**config.mk**
```make
export PLATFORM = sky130hd
export DESIGN_NAME = hs_rx_ctrl
export DESIGN_NICKNAME = d
export VERILOG_FILES = /design/src/rtl/hs_rx_ctrl.sv
export SDC_FILE = /design/constraint.sdc
export NUM_CORES = 1
export LEC_CHECK = 0
export ABC_AREA = 1
export CAP_MARGIN = 20
export CORE_MARGIN = 5
export CORE_UTILIZATION = 47
export DETAILED_ROUTE_END_ITERATION = 8
export PLACE_DENSITY = 0.88
export SETUP_SLACK_MARGIN = 0.4
export SYNTH_ARGS = -nofsm -noshare
export SYNTH_HDL_FRONTEND = slang
export SYNTH_SLANG_ARGS = --single-unit
```
**constraint.sdc**
```tcl
create_clock -name i_clk -period 1.8 [get_ports i_clk]
set_input_delay 0.36 -clock i_clk [delete_from_list [all_inputs] [get_ports i_clk]]
set_output_delay 0.36 -clock i_clk [all_outputs]
set_load 0.01 [all_outputs]
```
**src/rtl/hs_rx_ctrl.sv**
```systemverilog
// Receive side of a 4-phase req/ack handshake from a foreign clock domain.
// Synchronises req, captures the word, offers it on valid/ready, sequences ack, flags stuck senders.

module resync_2 (
    input  logic i_clk,
    input  logic i_nrst,
    input  logic i_d,
    output logic o_q
);

    logic r_meta;
    logic r_sync;

    always_ff @(posedge i_clk or negedge i_nrst) begin
        if (!i_nrst) begin
            r_meta <= 1'b0;
            r_sync <= 1'b0;
        end else begin
            r_meta <= i_d;
            r_sync <= r_meta;
        end
    end

    assign o_q = r_sync;

endmodule

module hs_rx_ctrl #(
    parameter int DATA_W  = 8,
    parameter int TIMEOUT = 16,
    parameter int CNT_W   = 8
) (
    input  logic              i_clk,
    input  logic              i_nrst,
    input  logic              i_req,
    input  logic [DATA_W-1:0] i_data,
    output logic              o_ack,
    output logic              o_valid,
    output logic [DATA_W-1:0] o_data,
    input  logic              i_ready,
    output logic              o_err,
    input  logic              i_clr,
    output logic [CNT_W-1:0]  o_count
);

    // One spare bit so the counter can reach TIMEOUT without wrapping.
    localparam int            TW   = $clog2(TIMEOUT) + 1;
    localparam logic [TW-1:0] TLIM = TW'(TIMEOUT - 1);

    typedef enum logic [1:0] {
        S_IDLE,
        S_VALID,
        S_ACK,
        S_RECOVER
    } state_t;

    state_t            r_state;
    state_t            w_next;
    logic              w_req_s;
    logic              w_timeout;
    logic [TW-1:0]     r_tcnt;
    logic [DATA_W-1:0] r_data;
    logic [CNT_W-1:0]  r_count;
    logic              r_err;

    resync_2 u_req_sync (
        .i_clk  (i_clk),
        .i_nrst (i_nrst),
        .i_d    (i_req),
        .o_q    (w_req_s)
    );

    assign w_timeout = (r_tcnt == TLIM);

    always_ff @(posedge i_clk or negedge i_nrst) begin
        if (!i_nrst) begin
            r_state <= S_IDLE;
        end else begin
            r_state <= w_next;
        end
    end

    // IDLE only leaves on req_s high, and every path back to IDLE requires req_s low,
    // so a single long request can never be captured twice.
    always_comb begin
        w_next = r_state;
        case (r_state)
            S_IDLE:    if (w_req_s) w_next = S_VALID;
            S_VALID:   if (i_ready) w_next = S_ACK;
            S_ACK: begin
                if (!w_req_s)       w_next = S_IDLE;
                else if (w_timeout) w_next = S_RECOVER;
            end
            S_RECOVER: if (!w_req_s) w_next = S_IDLE;
            default:   w_next = S_IDLE;
        endcase
    end

    always_comb begin
        o_ack   = (r_state == S_ACK);
        o_valid = (r_state == S_VALID);
    end

    always_ff @(posedge i_clk or negedge i_nrst) begin
        if (!i_nrst) begin
            r_data  <= '0;
            r_tcnt  <= '0;
            r_count <= '0;
            r_err   <= 1'b0;
        end else begin
            if (r_state == S_IDLE && w_req_s) begin
                r_data <= i_data;
            end
            if (r_state == S_VALID && i_ready) begin
                r_tcnt <= '0;
            end else if (r_state == S_ACK) begin
                r_tcnt <= r_tcnt + 1'b1;
            end
            if (r_state == S_ACK && !w_req_s) begin
                r_count <= r_count + 1'b1;
            end
            // A timeout on the same edge as a clear must leave the flag set.
            if (r_state == S_ACK && w_req_s && w_timeout) begin
                r_err <= 1'b1;
            end else if (i_clr) begin
                r_err <= 1'b0;
            end
        end
    end

    assign o_data  = r_data;
    assign o_count = r_count;
    assign o_err   = r_err;

endmodule

```
Word-level counts from Yosys, hierarchy flattened
Cells that the tools add are included.
{"block": "word_totals", "reg_bits": 26, "elab_cells": 37, "inputBits": 13, "output_inout_bits": 19}
{"block": "op_classes", "add_sub_neg": 2, "n_mux": 10, "n_reduce_logical": 10, "n_eq_ne": 8}
{"operator": "$mux W2", "n": 5}
{"operator": "$mux W5", "n": 2}
{"operator": "$add A8 B1 Y8 const B", "n": 1}
{"operator": "$pmux W2 S4", "n": 1}
{"operator": "$add A5 B1 Y5 const B", "n": 1}
{"operator": "$eq A5 B4 Y1 const B", "n": 1}
{"operator": "$logic_and A1 B1 Y1", "n": 5}
{"operator": "$eq A2 B2 Y1 const B", "n": 2}
{"operator": "$ne A2 B1 Y1 const B", "n": 2}
{"operator": "$reduce_and A4 Y1", "n": 1}
{"operator": "$reduce_bool A2 Y1", "n": 2}
{"operator": "$ne A3 B3 Y1 const B", "n": 1}
{"operator": "$eq A2 B1 Y1 const B", "n": 1}
{"operator": "$logic_not A2 Y1", "n": 1}
{"operator": "$mux W1", "n": 2}
{"operator": "$ne A2 B2 Y1 const B", "n": 1}
{"operator": "$logic_not A1 Y1", "n": 1}

Longest topological paths before layout
{"block": "logic_depth", "word_depth": 4, "mapped_depth": 9, "depth_no_buf": 9}

By module
From an unflattened synthesis, not the netlist that was laid out.
{"block": "hier_totals", "hier_cells": 142, "area_unflattened_um2": 1182.4}
{"module": "hs_rx_ctrl", "instances": 1, "cells_each": 140, "seq_area_each_um2": 600.6, "area_per_inst_um2": 1132.3}
{"module": "resync_2", "instances": 1, "cells_each": 2, "seq_area_each_um2": 50.0, "area_per_inst_um2": 50.0}

Worst setup path after synthesis
No wires, ideal clock.
{"block": "synth_path", "path_kind": "register to register", "from": "register r_tcnt[0]", "to": "register r_state[0]", "arrival_time_ps": 1104, "required_time_ps": 1683, "path_buffers": 0, "stages_incl_launch_ff": 9, "setup_time_ps": 117, "slack_ps": 579, "period_less_slack_ps": 1221, "cell_sequence": "dfrtp_1 ha_1 nand2_1 nor2_1 ha_1 inv_1 nand2_1 nand3_1 nand2_1"}
{"block": "synth_via", "elab_chain_len": 3}
{"item": "start, declared", "line_no": "61", "text": "logic [TW-1:0] r_tcnt;"}
{"item": "start signal, assigned", "line_no": "117", "text": "r_tcnt <= r_tcnt + 1'b1;"}
{"item": "$eq A5 B4 Y1", "line_no": "73", "text": "assign w_timeout = (r_tcnt == TLIM);"}
{"item": "$ne A3 B3 Y1 (no source line)"}
{"item": "$reduce_and A4 Y1 (no source line)"}
{"item": "end signal, assigned", "line_no": "79", "text": "r_state <= w_next;"}
{"item": "end, declared", "line_no": "57", "text": "state_t r_state;"}
No other way between the ends.
A chain may end at the register's enable or synchronous reset.

Final worst setup path
{"block": "layout_path", "from": "register r_state[1]", "to": "output o_ack"}
{"block": "layout_via", "elab_chain_len": 1}
{"item": "$eq A2 B2 Y1", "line_no": "100", "text": "o_ack = (r_state == S_ACK);"}
{"item": "end, declared", "line_no": "37", "text": "output logic o_ack,"}
No other way between the ends.

==> out/results.tsv <==
metric	value	unit
tns	0	ns
tightest_slew	0.3198	ns
drive_above_1_share	24.02	%
hp-class	in -> async	
initial_core_util	48.61	%
power.density	1348	nW/um2
antenna_left	0	
worst_slack	0.3306	ns
pin_count	32	
period_minus_slack	1.469	ns
status	finished clean	
seqPwrFrac	36.8	%
core_area	2432	um2
finalWirelength	2822	um
globalRouteTotalUtil	16.73	%
p_sw	886.7	uW
synth-simple-area-share	23.60	%
port-buffer-count	31	
peakVddDrop	1096	uV
clk_latency	0.32	ns
path_class	reg -> out	
p_sw_share	36.50	%
drt_first_pass_iters	4	
grt_max_degree	27	
clkTransAtPathRegs	0.14	ns
grt_setup_unrepaired	yes	
clock_sinks	26	
hold_violations	0	
synth-xor-area-share	2.222	%
grt_pass1_wl	4443	um
worst_path_most_repeated_cell	buf_6	
die_w	60.16	um
skew	0.002833	ns
cts_buffer_depth	2	
fin_crit_sh	81.63	%
crit_buf_inv	3	
power.total	2.430	mW
ys_ff_latch	26	
synth_top_family_by_area	simple AND/OR/NAND/NOR gates	
drv_slew	0	
crit_slowest_cell	dfrtp_1	
rows	18	
cp-end-kind	output port	
die-height	60.16	um
p_leak	0.9041	nW
routedWlPerCell	12.06	um
routed-via-count	1132	
yosysSeqAreaShare	55.03	%
syn_inst	142	
drc	0	
clock_power_share	12.0	%
grt_pass1_vias	1085	
area_growth	52.49	%
antenna_found_initial	0	
postLayoutCellArea	1803	um2
synthMuxAreaShare	0	%
fillers	188	
netlist_area	1182	um2
cts-root-buf	clkbuf_4	
place.gp.congestion	0.7667	
grt_overflow_total	0	
p_int	1.543	mW
synth_nets	158	
cp.arrival	1.11	ns
path_delay_family	flip-flops	
nNetsFinal	221	
fmax	680.5	MHz
cts_max_level	1	
slew-limit-headroom	78.68	%
path_cells	buf_6 -> nand2_4 -> inv_2 -> buf_6	
dp_slack	0.2322	ns
ys_warn_count	0	
antenna-diode-count	0	
pwr-share-comb	51.2	%
cp.required	1.44	ns
ctsHoldBuffers	0	
cp_slowest_stage_delay	0.43	ns
cts_tree	done	
postPlaceCellArea	1540	um2
numCtsBuffers	3	
vias_per_cell	4.838	
crit_fanout	4	
cap_violations	0	
critPathLaunchType	flip-flop	
synth_fa_ha_area_share	3.175	%
post-dp-hpwl	1830	um
dieArea	3619	um2
first_iter_violations	15	
avgSynthCellArea	8.327	um2
synth_compound_area_share	8.254	%
setup_viol	0	
synthDistinctLibCells	17	
worst reg2reg max path, stage by stage, from the launching register on:
cell and delay [ns]:
dfrtp_1 0.43, buf_6 0.14, buf_4 0.13, inv_1 0.08
nand3_2 0.26, nand2_1 0.17, o21ai_1 0.07
cell type report:
cell class	count	area (um2)	share of cell area [%]
flip-flops and latches	26	650.6	36.09
repair buffers	59	526.8	29.22
multi-input cells	92	465.4	25.82
inverters	23	86.33	4.788
well taps	30	37.54	2.082
clock buffers	4	36.28	2.012
repair_timing:
action | CTS | global route
pin swaps | 1 | 3
gates resized for setup | 25 | 30
endpoints found under the setup margin | 19 | 21
setup buffers | 11 | 15
placed cells by master (no fill, tap or decap), types with 2 or more instances in the layout:
master	netlist	layout
inv_1	21	19
o21ai_1	11	11
o21ai_0	4	4
nand2_2	3	4
clkdlybuf4s50_1	0	12
ha_2	0	2
buf_6	0	3
buf_4	0	27
inv_2	2	4
nor2_1	10	8
nor2_4	1	2
clkdlybuf4s15_1	0	17
nand3_1	5	5
nand2_1	47	45
clkbuf_4	0	3
dfrtp_1	26	26
o22ai_1	2	2
xnor2_1	2	2
a21oi_1	2	2
through the flow:
step | hold slack (ns) | cells | util [%]
floorplan | 0.06441 | 142 | -
global route | 0.3941 | 234 | 74.13
global placement | 0.3321 | 204 | 63.32
detailed placement | 0.3503 | 204 | 63.32
finish | 0.3820 | 234 | 74.13
CTS | 0.3892 | 219 | 67.44
cells in the mapped netlist (all sizes together):
master | count | area share (%)
a21oi | 2 | 0.85
buf | 1 | 0.42
dfrtp | 26 | 55
ha | 3 | 3.2
inv | 23 | 7.3
nand2 | 50 | 17
nand3 | 6 | 3.0
nor2 | 11 | 4.1
o21ai | 15 | 6.3
o22ai | 2 | 1.1
xnor2 | 2 | 1.5
xor2 | 1 | 0.74
path summary, 6_finish.rpt:
check | start | end | slack, ns | depth (start not counted)
worst max-delay path | r_state[1] | o_ack | 0.33 | 4
worst min-delay path | i_nrst | o_count[7] | 0.38 | 2
worst max register to register | r_state[1] | o_data[1] | 0.41 | 6
worst min register to register | u_req_sync.r_meta | u_req_sync.o_q | 0.38 | 0
max in group asynchronous | i_nrst | r_tcnt[1] | 1.17 | 2
min in group i_clk | u_req_sync.r_meta | u_req_sync.o_q | 0.38 | 0
metal layers:
layer,vias up,routed length [um],track usage (%)
met5,-,0,0
met4,0,43,8.861
met3,5,187,5.616
met2,36,1464,28.24
met1,529,1127,18.41
li1,562,-,-
registers in the layout, indices dropped and copies added (netlist names):
| name | flops |
|---|---|
| r_state | 2 |
| u_req_sync.r_meta | 1 |
| r_tcnt | 5 |
| o_err | 1 |
| o_count | 8 |
| u_req_sync.o_q | 1 |
| o_data | 8 |
power by group through the flow:
stage / combinational (mW) / sequential, mW / clock [mW]
after CTS: 0.974 / 0.874 / 0.301
after global routing: 1.38 / 0.916 / 0.328
after floorplan: 0.407 / 0.974 / 0
final: 1.24 / 0.894 / 0.293
after detailed placement: 0.914 / 0.930 / 0
after global placement: 0.876 / 0.920 / 0
cells by family (layout without fill, tap and decap cells):
group	Yosys count	after routing
xor gates and xnor gates	3	3
adders and majority gates	3	3
DFF	26	26
AOI/OAI and AO/OA	19	19
buffers and inverters	24	86
and+or+nand+nor	67	67
Power figures use the tool's default switching activity.
